`src/rtl/ddr2_imem_loader.sv`:
```
// DDR2-to-IMEM block mover: fetches 128-bit lines and writes them as 32-bit words.
// Define LOADER_CHECKSUM_EN to add a running 32-bit sum of written words.
module ddr2_imem_loader #(
    parameter int IMEM_AW   = 12,
    parameter int DDR_AW    = 24,
    parameter int LINE_STEP = 8,
    parameter int TIMEOUT   = 4096
) (
    input  logic               clk,
    input  logic               reset,
    input  logic               start,
    input  logic [DDR_AW-1:0]  src_addr,
    input  logic [IMEM_AW-1:0] dst_addr,
    input  logic [15:0]        num_words,
    output logic               busy,
    output logic               done,
    output logic               err,
    output logic               ddr_re,
    output logic [DDR_AW-1:0]  ddr_addr,
    input  logic [127:0]       ddr_rdata,
    input  logic               ddr_rend,
    output logic               imem_we,
    output logic [IMEM_AW-1:0] imem_a,
    output logic [31:0]        imem_d
`ifdef LOADER_CHECKSUM_EN
    ,
    output logic [31:0]        checksum
`endif
);

    localparam int CW = (TIMEOUT > 2) ? $clog2(TIMEOUT) : 1;
    localparam logic [CW-1:0] WAIT_MAX = CW'(TIMEOUT - 1);

    typedef enum logic [2:0] {
        S_IDLE,
        S_REQ,
        S_REL,
        S_WRITE,
        S_FINISH
    } state_t;

    state_t state;
    state_t state_nx;

    logic [DDR_AW-1:0]  line_addr;
    logic [IMEM_AW-1:0] word_addr;
    logic [15:0]        remaining;
    logic [1:0]         word_idx;
    logic [127:0]       line_buf;
    logic [CW-1:0]      wait_cnt;
    logic               err_q;
    logic               accept;
    logic               wait_hit;
    logic               timeout;
    logic               last_word;

    assign accept    = (state == S_IDLE) && start;
    assign wait_hit  = (wait_cnt == WAIT_MAX);
    assign last_word = (remaining == 16'd1);
    // Timeout only counts while the awaited rend level is still absent.
    assign timeout   = wait_hit &&
                       (((state == S_REQ) && !ddr_rend) ||
                        ((state == S_REL) && ddr_rend));

    always_ff @(posedge clk or negedge reset) begin
        if (!reset) begin
            state <= S_IDLE;
        end else begin
            state <= state_nx;
        end
    end

    always_comb begin
        state_nx = state;
        unique case (state)
            S_IDLE: begin
                if (start) begin
                    state_nx = (num_words == 16'd0) ? S_FINISH : S_REQ;
                end
            end
            S_REQ: begin
                if (ddr_rend) begin
                    state_nx = S_REL;
                end else if (timeout) begin
                    state_nx = S_IDLE;
                end
            end
            S_REL: begin
                if (!ddr_rend) begin
                    state_nx = S_WRITE;
                end else if (timeout) begin
                    state_nx = S_IDLE;
                end
            end
            S_WRITE: begin
                if (last_word) begin
                    state_nx = S_FINISH;
                end else if (word_idx == 2'd3) begin
                    state_nx = S_REQ;
                end
            end
            S_FINISH: state_nx = S_IDLE;
            default:  state_nx = S_IDLE;
        endcase
    end

    always_ff @(posedge clk or negedge reset) begin
        if (!reset) begin
            line_addr <= '0;
            word_addr <= '0;
            remaining <= '0;
            word_idx  <= '0;
            line_buf  <= '0;
            wait_cnt  <= '0;
            err_q     <= 1'b0;
        end else begin
            if (accept) begin
                line_addr <= src_addr;
                word_addr <= dst_addr;
                remaining <= num_words;
                word_idx  <= '0;
                err_q     <= 1'b0;
            end
            if (state_nx != state) begin
                wait_cnt <= '0;
            end else if ((state == S_REQ) || (state == S_REL)) begin
                wait_cnt <= wait_cnt + CW'(1);
            end
            if ((state == S_REQ) && ddr_rend) begin
                line_buf <= ddr_rdata;
            end
            if (timeout) begin
                err_q <= 1'b1;
            end
            if (state == S_WRITE) begin
                word_addr <= word_addr + IMEM_AW'(1);
                remaining <= remaining - 16'd1;
                word_idx  <= word_idx + 2'd1;
                if ((word_idx == 2'd3) && !last_word) begin
                    line_addr <= line_addr + DDR_AW'(LINE_STEP);
                end
            end
        end
    end

    always_comb begin
        busy    = 1'b0;
        done    = 1'b0;
        ddr_re  = 1'b0;
        imem_we = 1'b0;
        unique case (state)
            S_REQ: begin
                busy   = 1'b1;
                ddr_re = 1'b1;
            end
            S_REL: begin
                busy = 1'b1;
            end
            S_WRITE: begin
                busy    = 1'b1;
                imem_we = 1'b1;
            end
            S_FINISH: begin
                done = 1'b1;
            end
            default: begin
                busy = 1'b0;
            end
        endcase
    end

    assign err      = err_q;
    assign ddr_addr = line_addr;
    assign imem_a   = word_addr;
    assign imem_d   = line_buf[{word_idx, 5'd0} +: 32];

`ifdef LOADER_CHECKSUM_EN
    logic [31:0] sum;

    always_ff @(posedge clk or negedge reset) begin
        if (!reset) begin
            sum <= '0;
        end else if (accept) begin
            sum <= '0;
        end else if (state == S_WRITE) begin
            sum <= sum + imem_d;
        end
    end

    assign checksum = sum;
`endif

endmodule

```
`config.mk`:
```
export PLATFORM = sky130hd
export DESIGN_NAME = ddr2_imem_loader
export DESIGN_NICKNAME = d
export VERILOG_FILES = /design/src/rtl/ddr2_imem_loader.sv
export SDC_FILE = /design/constraint.sdc
export NUM_CORES = 1
export LEC_CHECK = 0
export CORE_MARGIN = 5
export CORE_UTILIZATION = 44
export DETAILED_ROUTE_END_ITERATION = 12
export GPL_TIMING_DRIVEN = 0
export HOLD_SLACK_MARGIN = 0.15
export PLACE_DENSITY = 0.85
export REMOVE_ABC_BUFFERS = 1
export SYNTH_ARGS = -nofsm -noshare
export SYNTH_HDL_FRONTEND = slang
export SYNTH_SLANG_ARGS = --single-unit
```
`constraint.sdc`:
```
create_clock -name clk -period 2.24 [get_ports clk]
set_input_delay 0.672 -clock clk [delete_from_list [all_inputs] [get_ports clk]]
set_output_delay 0.672 -clock clk [all_outputs]
set_load 0.01 [all_outputs]
```
== Word-level counts from Yosys, hierarchy flattened ==
Cells that the tools add are included.

* RAM bits: 0
* Bits in latches: 0
* Logic and storage cells: 63
* Memories kept: 0
* Register bits: 198
* Input port bits: 184
* ROM bits: 0
* Output and inout bits: 73

* Reduce and logical (&&, ||, !) cells: 16
* Equality and inequality tests: 8
* Multipliers: 0
* Add/sub/neg operators: 5
* Magnitude comparators: 0
* Bitwise logic cells: 0
* Muxes and demuxes: 25
* Divide/modulo/power cells: 0
* Shift-type cells: 1

{| class="wikitable"
|+ Operator list
! operator !! count
|-
| $shiftx A128 B8 Y32 || 1
|-
| $mux W24 || 3
|-
| $mux W12 || 4
|-
| $mux W16 || 2
|-
| $add A12 B1 Y12 const B || 2
|-
| $add A24 B4 Y24 const B || 1
|-
| $mux W3 || 7
|-
| $eq A16 B1 Y1 const B || 1
|-
| $logic_not A16 Y1 || 1
|-
| $sub A16 B1 Y16 const B || 1
|-
| $eq A12 B12 Y1 const B || 1
|-
| $pmux W3 S4 || 1
|-
| $eq A3 B2 Y1 const B || 2
|-
| $logic_and A1 B1 Y1 || 6
|-
| $mux W1 || 6
|-
| $reduce_bool A2 Y1 || 3
|-
| $mux W2 || 2
|-
| $eq A3 B1 Y1 const B || 1
|-
| $eq A3 B3 Y1 const B || 1
|-
| $logic_not A3 Y1 || 1
|-
| $ne A3 B3 Y1 || 1
|-
| $reduce_or A3 Y1 || 1
|-
| $add A2 B1 Y2 const B || 1
|-
| $eq A2 B2 Y1 const B || 1
|-
| other kinds (2) || 4
|}

== Depth between registers and ports, before layout ==
* Depth in word-level cells: 9
* Mapped depth: 9
* Gate-level depth less buffers: 7

== Worst setup path before layout ==
OpenSTA, ideal clock, no wires.

* Kind: register -> output
* From: reg word_idx[0]
* To: out imem_d[10]
* Data arrival time: 1.543 ns
* Buffers on the path: 2
* Path slack: 0.025 ns
* Data required time: 1.568 ns
* Stages on the path, launching flop included: 4
* Path through: dfrtp_1 > clkbuf_1 > buf_2 > mux4_2

* Longest elaborated chain between the ends: 1

{| class="wikitable"
|+ Ends and longest elaborated chain
! what !! line !! text
|-
| start: declaration || 48 || <nowiki>logic [1:0] word_idx;</nowiki>
|-
| start signal: assignment || 138 || <nowiki>word_idx <= word_idx + 2'd1;</nowiki>
|-
| $shiftx A128 B8 Y32 || 175 || <nowiki>assign imem_d = line_buf[{word_idx, 5'd0} +: 32];</nowiki>
|-
| end: declaration || 24 || <nowiki>output logic [31:0] imem_d</nowiki>
|}

Every way passes these cells.

== Worst setup path in the final report ==
* From: reg word_idx[0]
* To: out imem_d[26]

Same word-level chain as after synthesis.

==> flow_metrics.env <==
export IMPL_outcome="complete, but fails checks"
export IMPL_violations="negative setup slack"
export IMPL_setup_tns_ps=-8940
export IMPL_dp_hpwl_um=19400
export IMPL_synth_distinct_cells=65
export IMPL_synth_warnings=0
export IMPL_place_congestion=0.933
export IMPL_ios=257
export IMPL_fmax_mhz=391
export IMPL_p_leak_nw=5.57
export IMPL_drt_iter0_drc=564
export IMPL_yosys_top_cells_area="dfrtp_1 (52%), mux2_2 (15%), mux4_2 (7.5%), nor2_1 (2.4%), nand2_1 (1.8%)"
export IMPL_rows=54
export IMPL_grt_usage=0.230
export IMPL_synth_area_leader_cell="dfrtp_1"
export IMPL_p_per_area_nw_per_um2=1400
export IMPL_synth_flop_cell="dfrtp_1"
export IMPL_async_reset_ff_frac=1.00
export IMPL_start_kind="flip-flop"
export IMPL_start_util=0.444
export IMPL_synth_top_cell_area_share=0.516
export IMPL_end_kind="output port"
export IMPL_tritoncts="yes"
export IMPL_firstDrtPassIters=6
export IMPL_period_needed_ps=2560
export IMPL_hold_ws_ps=215
export IMPL_coreArea_um2=21600
export IMPL_tightest_slew_ps=727
export IMPL_drt_wl_total_um=29100
export IMPL_finish_utilization=0.634
export IMPL_placement_io_buffers=256
export IMPL_root_buffer="clkbuf_16"
export IMPL_hold_path_class="input pin to asynchronous set/reset pin"
export IMPL_place_area_um2=12500
export IMPL_required_ps=1570
export IMPL_ant_nets=0
export IMPL_cap_violations=0
export IMPL_clock_sinks=198
export IMPL_rrSetupSlack_ps=90
export IMPL_yosysSeqAreaShare=0.516
export IMPL_drc_errors=0
export IMPL_drive_gt1_frac=0.299
export IMPL_use_met3=0.0618
export IMPL_reg2reg_depth=8
export IMPL_rsz0062_at_grt="true"
export IMPL_finalCritPeriodShare=1.14
export IMPL_grt_met2_usage=0.396
export IMPL_busiest_layer="met2"
export IMPL_vias=7743
export IMPL_cts_buffers_inserted=17
export IMPL_diodes=0
export IMPL_synth_edf_count=0
export IMPL_use_met1=0.284
export IMPL_drt_wirelength_per_cell_um=21.5
export IMPL_grt_first_pass_wirelength_um=44900
export IMPL_die_y_um=158
export IMPL_slew_violations=0
export IMPL_syn_cell_area_um2=9600
export IMPL_setup_viol=32
export IMPL_fin_nets=1250
export IMPL_clkSlewWorstSetupHoldPaths_ps=80
export IMPL_die_w_um=158
export IMPL_post_route_cell_area_um2=13700
export IMPL_overflow=0
export IMPL_grt_antenna_before_repair=0
export IMPL_grt_start_max_net_pins=121
export IMPL_yosys_register_bits=198
export IMPL_htree_levels=4
export IMPL_finalHoldViolations=0
export IMPL_worstReg2RegStart="word_idx[0]"
export IMPL_grt_pass1_vias=8103
export IMPL_drt_vias_per_instance=5.72
export IMPL_worstSetupPathType="flip-flop to output port"
export IMPL_finalClockSkew_ps=17.5
export IMPL_vdd_ir_drop_max_uv=664
export IMPL_regToRegEndpoint="ddr_addr[5]"
export IMPL_dieArea_um2=24900
export IMPL_syn_mean_instance_area_um2=12.4
export IMPL_syn_instance_count=774
export IMPL_crit_arrival_ps=1890
export IMPL_slew_limit_headroom=0.511
export IMPL_setup_ws_ps=-321
export IMPL_syn_to_final_growth_pct=42.7
export IMPL_crit_path_max_fanout=6
export IMPL_insertion_delay_ps=440
export IMPL_max_clock_path_buffers=2
[worst max-delay path by stage]
stage / start / endpoint / slack, ps / depth (start not counted)
floorplan: state[1] / line_buf[0] / -8310 / 3
global placement: ddr_rend / line_buf[79] / -13050 / 4
detailed placement: ddr_rend / line_buf[73] / -1010 / 8
CTS: word_idx[0] / imem_d[14] / -340 / 4
global route: word_idx[0] / imem_d[26] / -370 / 4
finish: word_idx[0] / imem_d[26] / -320 / 4
[per-layer routing]
layer,share of wire,wire [um],vias to the layer above
li1,-,-,3476
met1,0.39,11300,3844
met2,0.50,14400,380
met3,0.096,2790,43
met4,0.020,573,0
met5,0,0,-
[synthesized netlist by cell type, drive strengths merged (12+ instances only)]
| cell type | instances |
|---|---|
| nand2 | 49 |
| mux4 | 32 |
| buf | 31 |
| dfrtp | 198 |
| nand4 | 14 |
| nor2 | 62 |
| a21oi | 25 |
| o21ai | 22 |
| clkbuf | 14 |
| inv | 14 |
| and3 | 13 |
| mux2 | 128 |
| nor4 | 12 |
| nand3 | 29 |
| nor3 | 20 |
[layout make-up]
| cell class | count | area, um^2 |
|---|---|---|
| Tap cell | 280 | 350 |
| Timing Repair inverter | 1 | 8.76 |
| Fill cell | 1543 | 7920 |
| Multi-Input combinational cell | 518 | 4450 |
| Sequential cell | 198 | 4970 |
| Clock buffer | 18 | 439 |
| Inverter | 14 | 65.1 |
| Timing Repair Buffer | 310 | 3250 |
| Clock inverter | 14 | 169 |
[stage by stage]
stage          instances  total power [W]  setup WS (ps)
2_1_floorplan        729           0.0109          -8310
3_3_place_gp        1265           0.0131         -13050
3_5_place_dp        1282           0.0148          -1010
4_1_cts             1347           0.0187           -336
5_1_grt             1353           0.0202           -372
6_report            1353           0.0191           -321
[flip-flops by register name (all words and copies together), names as in the netlist]
signal,count
ddr_addr,24
err,1
imem_a,12
line_buf,128
remaining,16
state,3
wait_cnt,12
word_idx,2
[report_power, final]
part           internal, W  switching [W]
Clock              0.00156        0.00160
Combinational      0.00539        0.00395
Sequential         0.00527        0.00137
Total               0.0122        0.00692
[what timing repair did]
action                                  CTS  global route
hold buffers                              0             0
endpoints found under the setup margin  200            70
cloned                                    3             1
buffers inserted                         30             5
pin swaps                                 1             0
endpoints found under the hold margin     0             0
gates resized for setup                 192            32
[worst max-delay path: stages, from the launching register on]
cell and delay, ps:
dfrtp_4 500, buf_12 150, buf_16 140, mux4_2 520, buf_6 140
[logic make-up (layout without fill, tap and decap cells)]
group                    after synthesis  in the layout  synth area share
flip-flops                           198            198             0.516
adder cells (fa/ha/maj)                6              6           0.00782
XOR/XNOR                              14             14            0.0128
AND/OR/NAND/NOR                      222            223             0.124
buffers and inverters                 59            357            0.0302
multiplexers                         161            161             0.226
AO/OA/AOI/OAI                        114            114            0.0830
[cell usage in the layout, fill, tap and decap left out, types with 5 or more instances in the layout]
cell type,Yosys,layout
and3_1,13,13
buf_4,7,18
nor3_1,18,17
buf_6,2,44
buf_16,0,6
xnor2_1,8,8
buf_8,0,9
inv_1,13,12
nor4_1,9,9
mux4_2,32,32
clkbuf_16,0,17
o21ai_0,21,21
ha_1,6,6
nand2_1,47,47
mux2_2,128,128
o21a_1,5,5
dfrtp_1,198,192
a21oi_1,23,23
o32ai_1,5,5
o22ai_1,9,9
a211oi_1,9,9
nor2_1,62,59
xor2_1,6,6
clkdlybuf4s50_1,0,217
nand4_1,13,13
buf_2,22,8
nand3_1,29,28
Note: power is estimated with default switching activity, not from simulation.
==> edit: new RTL, same flow settings <==
Register the inputs `start`, `src_addr`, `dst_addr`, `num_words`, `ddr_rdata` and `ddr_rend` before use, cleared by the reset. The logic sees them one clock later.
--- a/src/rtl/ddr2_imem_loader.sv
+++ b/src/rtl/ddr2_imem_loader.sv
@@ -40,4 +40,29 @@
     } state_t;
 
+    logic start_q;
+    logic [DDR_AW-1:0] src_addr_q;
+    logic [IMEM_AW-1:0] dst_addr_q;
+    logic [15:0] num_words_q;
+    logic [127:0] ddr_rdata_q;
+    logic ddr_rend_q;
+
+    always_ff @(posedge clk or negedge reset) begin
+        if (!reset) begin
+            start_q     <= '0;
+            src_addr_q  <= '0;
+            dst_addr_q  <= '0;
+            num_words_q <= '0;
+            ddr_rdata_q <= '0;
+            ddr_rend_q  <= '0;
+        end else begin
+            start_q     <= start;
+            src_addr_q  <= src_addr;
+            dst_addr_q  <= dst_addr;
+            num_words_q <= num_words;
+            ddr_rdata_q <= ddr_rdata;
+            ddr_rend_q  <= ddr_rend;
+        end
+    end
+
     state_t state;
     state_t state_nx;
@@ -55,11 +80,11 @@
     logic               last_word;
 
-    assign accept    = (state == S_IDLE) && start;
+    assign accept    = (state == S_IDLE) && start_q;
     assign wait_hit  = (wait_cnt == WAIT_MAX);
     assign last_word = (remaining == 16'd1);
     // Timeout only counts while the awaited rend level is still absent.
     assign timeout   = wait_hit &&
-                       (((state == S_REQ) && !ddr_rend) ||
-                        ((state == S_REL) && ddr_rend));
+                       (((state == S_REQ) && !ddr_rend_q) ||
+                        ((state == S_REL) && ddr_rend_q));
 
     always_ff @(posedge clk or negedge reset) begin
@@ -75,10 +100,10 @@
         unique case (state)
             S_IDLE: begin
-                if (start) begin
-                    state_nx = (num_words == 16'd0) ? S_FINISH : S_REQ;
+                if (start_q) begin
+                    state_nx = (num_words_q == 16'd0) ? S_FINISH : S_REQ;
                 end
             end
             S_REQ: begin
-                if (ddr_rend) begin
+                if (ddr_rend_q) begin
                     state_nx = S_REL;
                 end else if (timeout) begin
@@ -87,5 +112,5 @@
             end
             S_REL: begin
-                if (!ddr_rend) begin
+                if (!ddr_rend_q) begin
                     state_nx = S_WRITE;
                 end else if (timeout) begin
@@ -116,7 +141,7 @@
         end else begin
             if (accept) begin
-                line_addr <= src_addr;
-                word_addr <= dst_addr;
-                remaining <= num_words;
+                line_addr <= src_addr_q;
+                word_addr <= dst_addr_q;
+                remaining <= num_words_q;
                 word_idx  <= '0;
                 err_q     <= 1'b0;
@@ -127,6 +152,6 @@
                 wait_cnt <= wait_cnt + CW'(1);
             end
-            if ((state == S_REQ) && ddr_rend) begin
-                line_buf <= ddr_rdata;
+            if ((state == S_REQ) && ddr_rend_q) begin
+                line_buf <= ddr_rdata_q;
             end
             if (timeout) begin
Function: changed (a bounded check fails within 4 cycles, from zero or initial values and one cycle with reset low).
==> edit against the unedited design <==
  * The run still ends with setup timing left
  * Cell area increased by 46%
  * Wire length is 34% higher
  * Sequential cell count increased by 182
  * Combinational power is 9% higher
  * Count of clock-buffer cells in the layout up 46
  * Largest cell class unchanged
  * Worst setup slack got worse by 0.15 ns
  * Critical path depth is the same
  * Power rose by 44%
  * Largest power group is now registers
  * Die area grew 43%
  * Synthesized area rose by 46%
==> edit: results <==
synthesis:
  synthDistinctLibCells: 58
  ys_top_cells_by_count: "380 x dfrtp_1, 128 x mux2_2, 51 x nor2_1"
  synth-xor-area-share_pct: 0.812
  synthTopCellsByArea: "dfrtp_1 68%, mux2_2 10%, mux4_2 5.1%, nor2_1 1.4%, nand2_1 1.2%"
  yosysSeqAreaShare_pct: 67.8
  synthMuxAreaShare_pct: 15.5
global_route:
  grt_util_met2_pct: 36.0
  grt_use_met3_pct: 7.17
  met1_usage_pct: 26.1
  grt_pass1_wl_um: 58900
detailed_routing:
  viasPerCell: 5.55
  first_iter_violations: 607
  first_pass_iters: 5
  via_count: 9553
hold_path:
  min_path_type: "register to register"
finish:
  multi_input_area_um2: 4730
  clock_cell_area_share_pct: 7.19
  num-clock-buffers: 64
  drive_above_1_share_pct: 33.7
  seq_cells: 380
  seq_share_pct: 47.8
  bufAreaShareNonClock_pct: 18.4
  buffers: 349
run_status:
  status: "finished with violations"
  violations: "setup timing"
setup_path:
  slowest_stage: "dfrtp_4"
clock_network:
  post_cts_resized: 266
  cts_buffers: 41
  clkLatencyLatePin_ns: 0.53
timing:
  fin_ws_ns: -0.468
  final-setup-viol-count: 59
power_and_ir_drop:
  irDropWorstVdd_uv: 792
place:
  place_area_um2: 17000
  place_congestion: 0.824
==> edit: path summary, 6_finish.rpt <==
kind                       depth (start not counted)  slack [ns]           from       endpoint
setup / recovery                                   4       -0.47    word_idx[0]      imem_d[8]
hold / removal                                     2        0.45  src_addr_q[2]    ddr_addr[2]
setup reg to reg                                   8       -0.24   remaining[1]    ddr_addr[7]
hold reg to reg                                    2        0.45  src_addr_q[2]    ddr_addr[2]
max in group asynchronous                          4        0.51          reset  line_buf[113]
min in group asynchronous                          2        0.56          reset   line_buf[76]
==> edit: cells by family (layout without fill, tap and decap cells) <==
family / count (synthesis) / in the layout
AO/OA/AOI/OAI: 116 / 116
XOR/XNOR: 13 / 13
adder cells (fa/ha/maj): 6 / 6
buffers and inverters: 57 / 432
flip-flops: 380 / 380
multiplexers: 161 / 161
AND/OR/NAND/NOR: 207 / 210
==> edit: layer usage <==
layer | vias up | share of wire (%)
li1 | 4135 | -
met1 | 4857 | 38
met2 | 484 | 50
met3 | 75 | 9.7
met4 | 2 | 2.3
met5 | - | 0.021
